--- src/rtl/alu_arb_pkg.sv ---
// Shared types and constants for the two-requester ALU front-end arbiter.
// The struct field widths are fixed here; the top-level DATA_WIDTH and
// CMD_WIDTH parameters must be left at values matching these widths.
package alu_arb_pkg;

  localparam int ARB_DATA_WIDTH = 8;
  localparam int ARB_CMD_WIDTH  = 4;

  localparam logic [ARB_CMD_WIDTH-1:0] MAX_CMD_MODE1 = 4'd10;
  localparam logic [ARB_CMD_WIDTH-1:0] MAX_CMD_MODE0 = 4'd13;
  localparam logic [ARB_CMD_WIDTH-1:0] MUL_CMD_A     = 4'd9;
  localparam logic [ARB_CMD_WIDTH-1:0] MUL_CMD_B     = 4'd10;

  typedef enum logic [1:0] {
    IDLE,
    ISSUE,
    WAIT,
    RESP
  } arb_state_e;

  typedef struct packed {
    logic                      mode;
    logic                      cin;
    logic [1:0]                inp_valid;
    logic [ARB_CMD_WIDTH-1:0]  cmd;
    logic [ARB_DATA_WIDTH-1:0] opa;
    logic [ARB_DATA_WIDTH-1:0] opb;
  } alu_req_t;

  typedef struct packed {
    logic                      id;
    logic [ARB_DATA_WIDTH+1:0] res;
    logic                      err;
    logic                      cout;
    logic                      oflow;
    logic                      e;
    logic                      g;
    logic                      l;
  } alu_rsp_t;

  // Multiplies are the arithmetic-mode commands that need the longer latency.
  function automatic logic is_mul_cmd(input alu_req_t r);
    return r.mode && ((r.cmd == MUL_CMD_A) || (r.cmd == MUL_CMD_B));
  endfunction

endpackage

--- src/rtl/alu_rr_arb.sv ---
// Two-way round-robin grant logic. The pointer names the requester that
// wins a tie; after every accepted grant it moves to the other requester.
module alu_rr_arb
  import alu_arb_pkg::*;
(
  input  logic       clk,
  input  logic       rst,
  input  logic [1:0] req_valid,
  input  logic       accept,
  output logic [1:0] grant,
  output logic       grant_id
);

  logic ptr_q;
  logic ptr_d;

  // Pick the winner: a lone requester always wins, a tie goes to the pointer.
  always_comb begin
    grant    = 2'b00;
    grant_id = (&req_valid) ? ptr_q : req_valid[1];
    if (|req_valid) begin
      grant[grant_id] = 1'b1;
    end
    ptr_d = accept ? ~grant_id : ptr_q;
  end

  // Priority pointer register, starting at requester 0 out of reset.
  always_ff @(posedge clk or posedge rst) begin
    if (rst) begin
      ptr_q <= 1'b0;
    end else begin
      ptr_q <= ptr_d;
    end
  end

endmodule

--- src/rtl/alu_arbiter.sv ---
// Front end that lets two requesters share one multi-cycle ALU.
// One transaction is in flight at a time: a request is accepted in IDLE,
// the ALU is enabled for one ISSUE cycle plus a latency-dependent number of
// WAIT cycles, and the captured result is offered in RESP until taken.
// Malformed commands bypass the ALU and go straight to an error response.
module alu_arbiter
  import alu_arb_pkg::*;
#(
  parameter int DATA_WIDTH = 8,
  parameter int CMD_WIDTH  = 4,
  parameter int ALU_LAT    = 1,
  parameter int MUL_LAT    = 2
) (
  input  logic                  CLK,
  input  logic                  RESET,
  input  logic [1:0]            req_valid,
  output logic [1:0]            req_ready,
  input  alu_req_t [1:0]        req_pkt,
  output logic                  rsp_valid,
  input  logic                  rsp_ready,
  output alu_rsp_t              rsp_pkt,
  output logic                  alu_ce,
  output alu_req_t              alu_req,
  input  logic [DATA_WIDTH+1:0] alu_res,
  input  logic [5:0]            alu_flags
);

  localparam int CNT_MAX = (MUL_LAT > ALU_LAT) ? MUL_LAT : ALU_LAT;
  localparam int CNT_W   = $clog2(CNT_MAX + 1);

  arb_state_e           state_q;
  arb_state_e           state_d;
  logic [CNT_W-1:0]     cnt_q;
  logic [CNT_W-1:0]     cnt_d;
  alu_req_t             alu_req_q;
  alu_req_t             alu_req_d;
  alu_rsp_t             rsp_q;
  alu_rsp_t             rsp_d;
  logic                 id_q;
  logic                 id_d;

  logic [1:0]           grant;
  logic                 win_id;
  logic                 accept;
  alu_req_t             win_pkt;
  logic [CMD_WIDTH-1:0] win_cmd;
  logic                 cmd_invalid;

  alu_rr_arb u_rr_arb (
    .clk       (CLK),
    .rst       (RESET),
    .req_valid (req_valid),
    .accept    (accept),
    .grant     (grant),
    .grant_id  (win_id)
  );

  // Handshake and command decode for the current grant winner.
  always_comb begin
    req_ready   = ((state_q == IDLE) && !RESET) ? grant : 2'b00;
    accept      = |req_ready;
    win_pkt     = req_pkt[win_id];
    win_cmd     = win_pkt.cmd;
    cmd_invalid = (win_pkt.inp_valid == 2'b00) ||
                  (win_pkt.mode  && (win_cmd > MAX_CMD_MODE1)) ||
                  (!win_pkt.mode && (win_cmd > MAX_CMD_MODE0));
  end

  // Next-state logic for the transaction FSM and its data registers.
  always_comb begin
    state_d   = state_q;
    cnt_d     = cnt_q;
    alu_req_d = alu_req_q;
    rsp_d     = rsp_q;
    id_d      = id_q;
    case (state_q)
      IDLE: begin
        if (accept) begin
          alu_req_d = win_pkt;
          id_d      = win_id;
          if (cmd_invalid) begin
            rsp_d     = '0;
            rsp_d.id  = win_id;
            rsp_d.err = 1'b1;
            state_d   = RESP;
          end else begin
            state_d = ISSUE;
          end
        end
      end
      ISSUE: begin
        cnt_d   = is_mul_cmd(alu_req_q) ? CNT_W'(MUL_LAT) : CNT_W'(ALU_LAT);
        state_d = WAIT;
      end
      WAIT: begin
        if (cnt_q <= CNT_W'(1)) begin
          rsp_d.id    = id_q;
          rsp_d.res   = alu_res;
          rsp_d.err   = alu_flags[5];
          rsp_d.cout  = alu_flags[4];
          rsp_d.oflow = alu_flags[3];
          rsp_d.e     = alu_flags[2];
          rsp_d.g     = alu_flags[1];
          rsp_d.l     = alu_flags[0];
          cnt_d       = '0;
          state_d     = RESP;
        end else begin
          cnt_d = cnt_q - CNT_W'(1);
        end
      end
      RESP: begin
        if (rsp_ready) begin
          state_d = IDLE;
        end
      end
      default: begin
        state_d = IDLE;
      end
    endcase
  end

  // State and data registers; reset drops any in-flight transaction.
  always_ff @(posedge CLK or posedge RESET) begin
    if (RESET) begin
      state_q   <= IDLE;
      cnt_q     <= '0;
      alu_req_q <= '0;
      rsp_q     <= '0;
      id_q      <= 1'b0;
    end else begin
      state_q   <= state_d;
      cnt_q     <= cnt_d;
      alu_req_q <= alu_req_d;
      rsp_q     <= rsp_d;
      id_q      <= id_d;
    end
  end

  // Outputs decoded from the current state and registered data.
  always_comb begin
    alu_ce    = (state_q == ISSUE) || (state_q == WAIT);
    rsp_valid = (state_q == RESP);
    rsp_pkt   = rsp_q;
    alu_req   = alu_req_q;
  end

endmodule
--- config.mk ---
export PLATFORM = sky130hd
export DESIGN_NAME = alu_arbiter
export DESIGN_NICKNAME = d
export VERILOG_FILES = /design/src/rtl/alu_arb_pkg.sv /design/src/rtl/alu_rr_arb.sv /design/src/rtl/alu_arbiter.sv
export SDC_FILE = /design/constraint.sdc
export NUM_CORES = 1
export LEC_CHECK = 0
export CORE_MARGIN = 1
export CORE_UTILIZATION = 25
export CTS_CLUSTER_SIZE = 25
export DETAILED_ROUTE_END_ITERATION = 10
export GPL_ROUTABILITY_DRIVEN = 0
export HOLD_SLACK_MARGIN = 0.15
export PLACE_DENSITY = 0.63
export SLEW_MARGIN = 10
export SYNTH_ARGS = -nofsm -noshare
export SYNTH_HDL_FRONTEND = slang
export SYNTH_SLANG_ARGS = --single-unit
export TNS_END_PERCENT = 1
--- constraint.sdc ---
create_clock -name CLK -period 2 [get_ports CLK]
set_input_delay 0.2 -clock CLK [delete_from_list [all_inputs] [get_ports CLK]]
set_output_delay 0.2 -clock CLK [all_outputs]
set_load 0.02 [all_outputs]
==> results.py <==
metrics = {
    "logic_synthesis": {
        "average_footprint_of_a_synthesized_cell_sq_um": 9.99,
        "compound_gate_portion_of_the_synthesized_area_pct": 12.6,
        "synth_warnings": 0,
        "yosysTopAreaCellShare_pct": 51.2,
        "yosysSeqAreaShare_pct": 51.2,
        "synth.area.top_cells": "sky130_fd_sc_hd__dfrtp_1 51%, sky130_fd_sc_hd__mux2i_1 14%, sky130_fd_sc_hd__nand2_1 8.5%",
        "largest_family_of_logic_cells_by_synthesized_area": "multiplexers",
        "post_synth_and_or_nand_nor_area_fraction_pct": 12.2,
        "ffs_latches_synth": 47,
        "muxShareOfSynthArea_pct": 15.7,
        "synth_nets": 303,
        "async_flop_share_pct": 100,
        "synth_enable_flop_cells": 0,
        "synth-adder-area-share_pct": 2.18,
        "synth_xor_xnor_area_share_pct": 0.381,
        "synth_cell_types": 33,
        "ys.flop_type": "sky130_fd_sc_hd__dfrtp_1",
        "postSynthCellCount": 230,
        "syn-cell-area_sq_um": 2300,
        "post-synth-top-area-cell": "sky130_fd_sc_hd__dfrtp_1",
    },
    "worst_setup_path": {
        "arrival_ps": 2170,
        "slowest_stage": "sky130_fd_sc_hd__dfrtp_1",
        "crit_cells": 9,
        "cell_family_with_most_cp_delay": "buffers and inverters",
        "setup.worst_path.start_class": "flop",
        "buffers_and_inverters_on_the_worst_path": 3,
        "register_to_register_setup_slack_ps": 60,
        "worstPathMaxFanout": 6,
        "setup.worst_path.end": "rsp_pkt[7]$_DFFE_PP0P_",
        "critPathKind": "reg2reg",
        "crit_required_ps": 2230,
        "path_depth_of_the_worst_reg2reg_path": 9,
        "crit-reg2reg-capture": "rsp_pkt[7]$_DFFE_PP0P_",
        "worstSetupEndpointType": "flop",
        "worst_setup_path_startpoint": "state_q[0]$_DFFE_PP0P_",
        "critical-path-max-stage-delay_ps": 400,
        "timing.rr.start": "state_q[0]$_DFFE_PP0P_",
        "critical_path.cell_chain": "inv_2, ha_4, and2b_2, o21ai_2, nor2b_4, a2111oi_4, buf_6, clkbuf_16, mux2i_1",
    },
    "timing": {
        "grt_setup_unrepaired": "yes",
        "final_period_minus_worst_setup_slack_ps": 1940,
        "max_slew.worst_pin.slew_ps": 395,
        "report.final.hold_viol_count": 0,
        "fin_hold_ws_ps": 213,
        "timing.final.max_slew_violations": 0,
        "slew-limit-headroom_pct": 73.5,
        "final.setup_skew_ps": 10.9,
        "clock.fmax_mhz": 515,
        "layout_worst_path_cycle_share_pct": 97.1,
        "final-setup-viol-count": 0,
    },
    "drt": {
        "post_drt_via_cell_ratio": 4.45,
        "initialDrtViolationCount": 45,
        "dr_total_vias": 2097,
        "wl_per_cell_um": 13.4,
        "firstDrtPassIters": 8,
        "routed_wirelength_um": 6300,
        "detail_route.drc_violations": 12,
        "number_of_antenna_violating_nets_in_the_routed_design": 0,
    },
    "clock_tree": {
        "cts_inserted_buffers": 5,
        "cts_hold_buffers": 0,
        "ctsRootBufferMaster": "sky130_fd_sc_hd__clkbuf_8",
        "path_clk_slew_ps": 90,
        "clkSinkCount": 47,
        "htree_levels": 2,
        "clkLatencyLatePin_ps": 300,
        "cts.path.max_buffers": 2,
        "cts_tree": "built",
    },
    "global_routing": {
        "groute.usage.overall_pct": 13.7,
        "largest_net_degree_at_the_start_of_global_routing": 33,
        "antenna_found_initial": 0,
        "grt_pass1_wl_um": 10500,
        "via_count_of_the_first_global_routing_pass": 2200,
        "met1_usage_in_global_routing_pct": 16.1,
        "groute.layer.met2.usage_pct": 24.3,
        "globalRoute.busiestLayer": "met2",
        "groute.layer.met3.usage_pct": 4.22,
        "grt.overflow.total": 0,
    },
    "floorplanning": {
        "floorplan.io_pins": 114,
        "std_cell_rows": 34,
        "core_region_area_sq_um": 8810,
        "die_w_um": 97.9,
        "die_height_um": 97.9,
        "die_area_sq_um": 9580,
        "initial_util_pct": 26.1,
    },
    "place": {
        "place.detailed.hpwl_um": 4980,
        "post-place-cells": 460,
        "place.port_buffers": 113,
    },
    "job": {
        "drv.max_cap_violation_count": 0,
    },
    "outcome": {
        "violations": "design-rule violations",
        "outcome": "finished with violations",
    },
    "finish": {
        "area.growth.synth_to_final_pct": 68.7,
        "antenna_cells_inserted": 0,
        "number_of_nets_in_the_layout": 435,
        "final_core_util_pct": 44.0,
        "layout.cells.non_filler": 471,
        "drive_above_1_share_pct": 12.4,
    },
    "pwr": {
        "total_leakage_power_nw": 1.74,
        "powerDensity_nw_per_um2": 1310,
        "worst_ir_drop_vdd_v": 0.000361,
    },
    "hold_path": {
        "min-delay-path-class": "in2async",
    },
}
==> power breakdown <==
group / switching, mW / internal (mW) / total [mW]
combinational: 1.42 / 1.48 / 2.90
clock: 0.334 / 0.283 / 0.617
sequential: 0.237 / 1.33 / 1.57
total: 1.99 / 3.10 / 5.09
==> worst min path at each step <==
stage                                    endpoint  slack [ps]  cells past startpoint
after CTS                        id_q$_DFFE_PP0P_         220                      2
after global routing      alu_req[12]$_DFFE_PP0P_         230                      2
after detailed placement  alu_req[13]$_DFFE_PP0P_         460                      2
after floorplan           alu_req[10]$_DFFE_PP0P_         330                      2
after global placement    alu_req[12]$_DFFE_PP0P_         460                      2
final                     alu_req[12]$_DFFE_PP0P_         210                      2
==> cell type report <==
type / count / area, sq um
sequential: 47 / 1180
timing repair buffer: 135 / 1350
clock inverter: 2 / 13.8
fill: 869 / 4930
tap: 108 / 135
multi-input combinational: 150 / 1030
clock buffer: 6 / 82.6
inverter: 23 / 86.3
==> registers in the layout, indices dropped and copies added (netlist names) <==
| name | flops |
|---|---|
| id_q | 1 |
| rsp_pkt | 17 |
| cnt_q | 2 |
| u_rr_arb.ptr_q | 1 |
| alu_req | 24 |
| state_q | 2 |
==> cells in the mapped netlist, types with 3 or more instances <==
cell                       count
sky130_fd_sc_hd__a21oi_1       3
sky130_fd_sc_hd__clkbuf_1      7
sky130_fd_sc_hd__a22oi_1       6
sky130_fd_sc_hd__inv_1        23
sky130_fd_sc_hd__nand2_1      52
sky130_fd_sc_hd__mux2i_1      33
sky130_fd_sc_hd__ha_1          4
sky130_fd_sc_hd__dfrtp_1      47
sky130_fd_sc_hd__o21ai_0      21
==> logic make-up (layout without fill, tap and decap cells) <==
logic type                 count (synthesis)  after routing
buffers and inverters                     33            166
muxes                                     35             35
DFF                                       47             47
adders and majority gates                  4              4
xor gates and xnor gates                   1              1
and+or+nand+nor                           66             66
AOI/OAI and AO/OA                         44             44
==> worst register-to-register path, cell delays in order (launching register included) <==
cell                        delay [ps]
sky130_fd_sc_hd__dfrtp_1           400
sky130_fd_sc_hd__inv_2             120
sky130_fd_sc_hd__ha_4              140
sky130_fd_sc_hd__and2b_2           160
sky130_fd_sc_hd__o21ai_2            60
sky130_fd_sc_hd__nor2b_4           130
sky130_fd_sc_hd__a2111oi_4         330
sky130_fd_sc_hd__buf_6             190
sky130_fd_sc_hd__clkbuf_16         150
sky130_fd_sc_hd__mux2i_1           190
==> cell usage in the layout (no fill, tap or decap), drive strengths merged <==
master         synthesis  final
a222oi                 1      1
and2                   1      1
o21bai                 2      2
o211ai                 1      1
clkinv                 0      1
and2b                  1      1
a32o                   1      1
clkbuf                 7      8
nor2                   3      3
dfrtp                 47     47
o21ai                 23     23
dlymetal6s2s           0      1
nand3b                 1      1
inv                   23     24
a21boi                 1      1
or2                    1      1
a21oi                  3      3
o31ai                  1      1
nand3                  2      2
a31oi                  2      2
a22oi                  6      6
nand2                 52     52
nand2b                 2      2
ha                     4      4
o221ai                 2      2
nor3                   2      2
mux2                   2      2
buf                    3     21
a2111oi                1      1
nor2b                  1      1
xnor2                  1      1
clkdlybuf4s50          0    110
dlygate4sd2            0      1
mux2i                 33     33
==> per-layer routing <==
metal,routed length (um),vias to the layer above
met2,3160,78
met1,2610,979
met5,0,-
met4,57,0
li1,-,1033
met3,472,7
==> through the flow <==
step	instance area [sq um]	power, mW	worst slack [ps]	setup TNS [ps]
6_report	3880	5.09	57.4	0
5_1_grt	3880	5.49	-71.5	-705
4_1_cts	3830	5.10	0.612	0
3_5_place_dp	3740	4.46	-177	-2640
3_3_place_gp	3740	4.40	-96.7	-1380
2_1_floorplan	2330	3.17	-135	-1550
==> what timing repair did <==
action	CTS	global route
gates cloned	0	1
gates resized for setup	2	5
endpoints found under the setup margin	2	18
buffers inserted	0	2
pin swaps	0	2
Power figures use the tool's default switching activity.
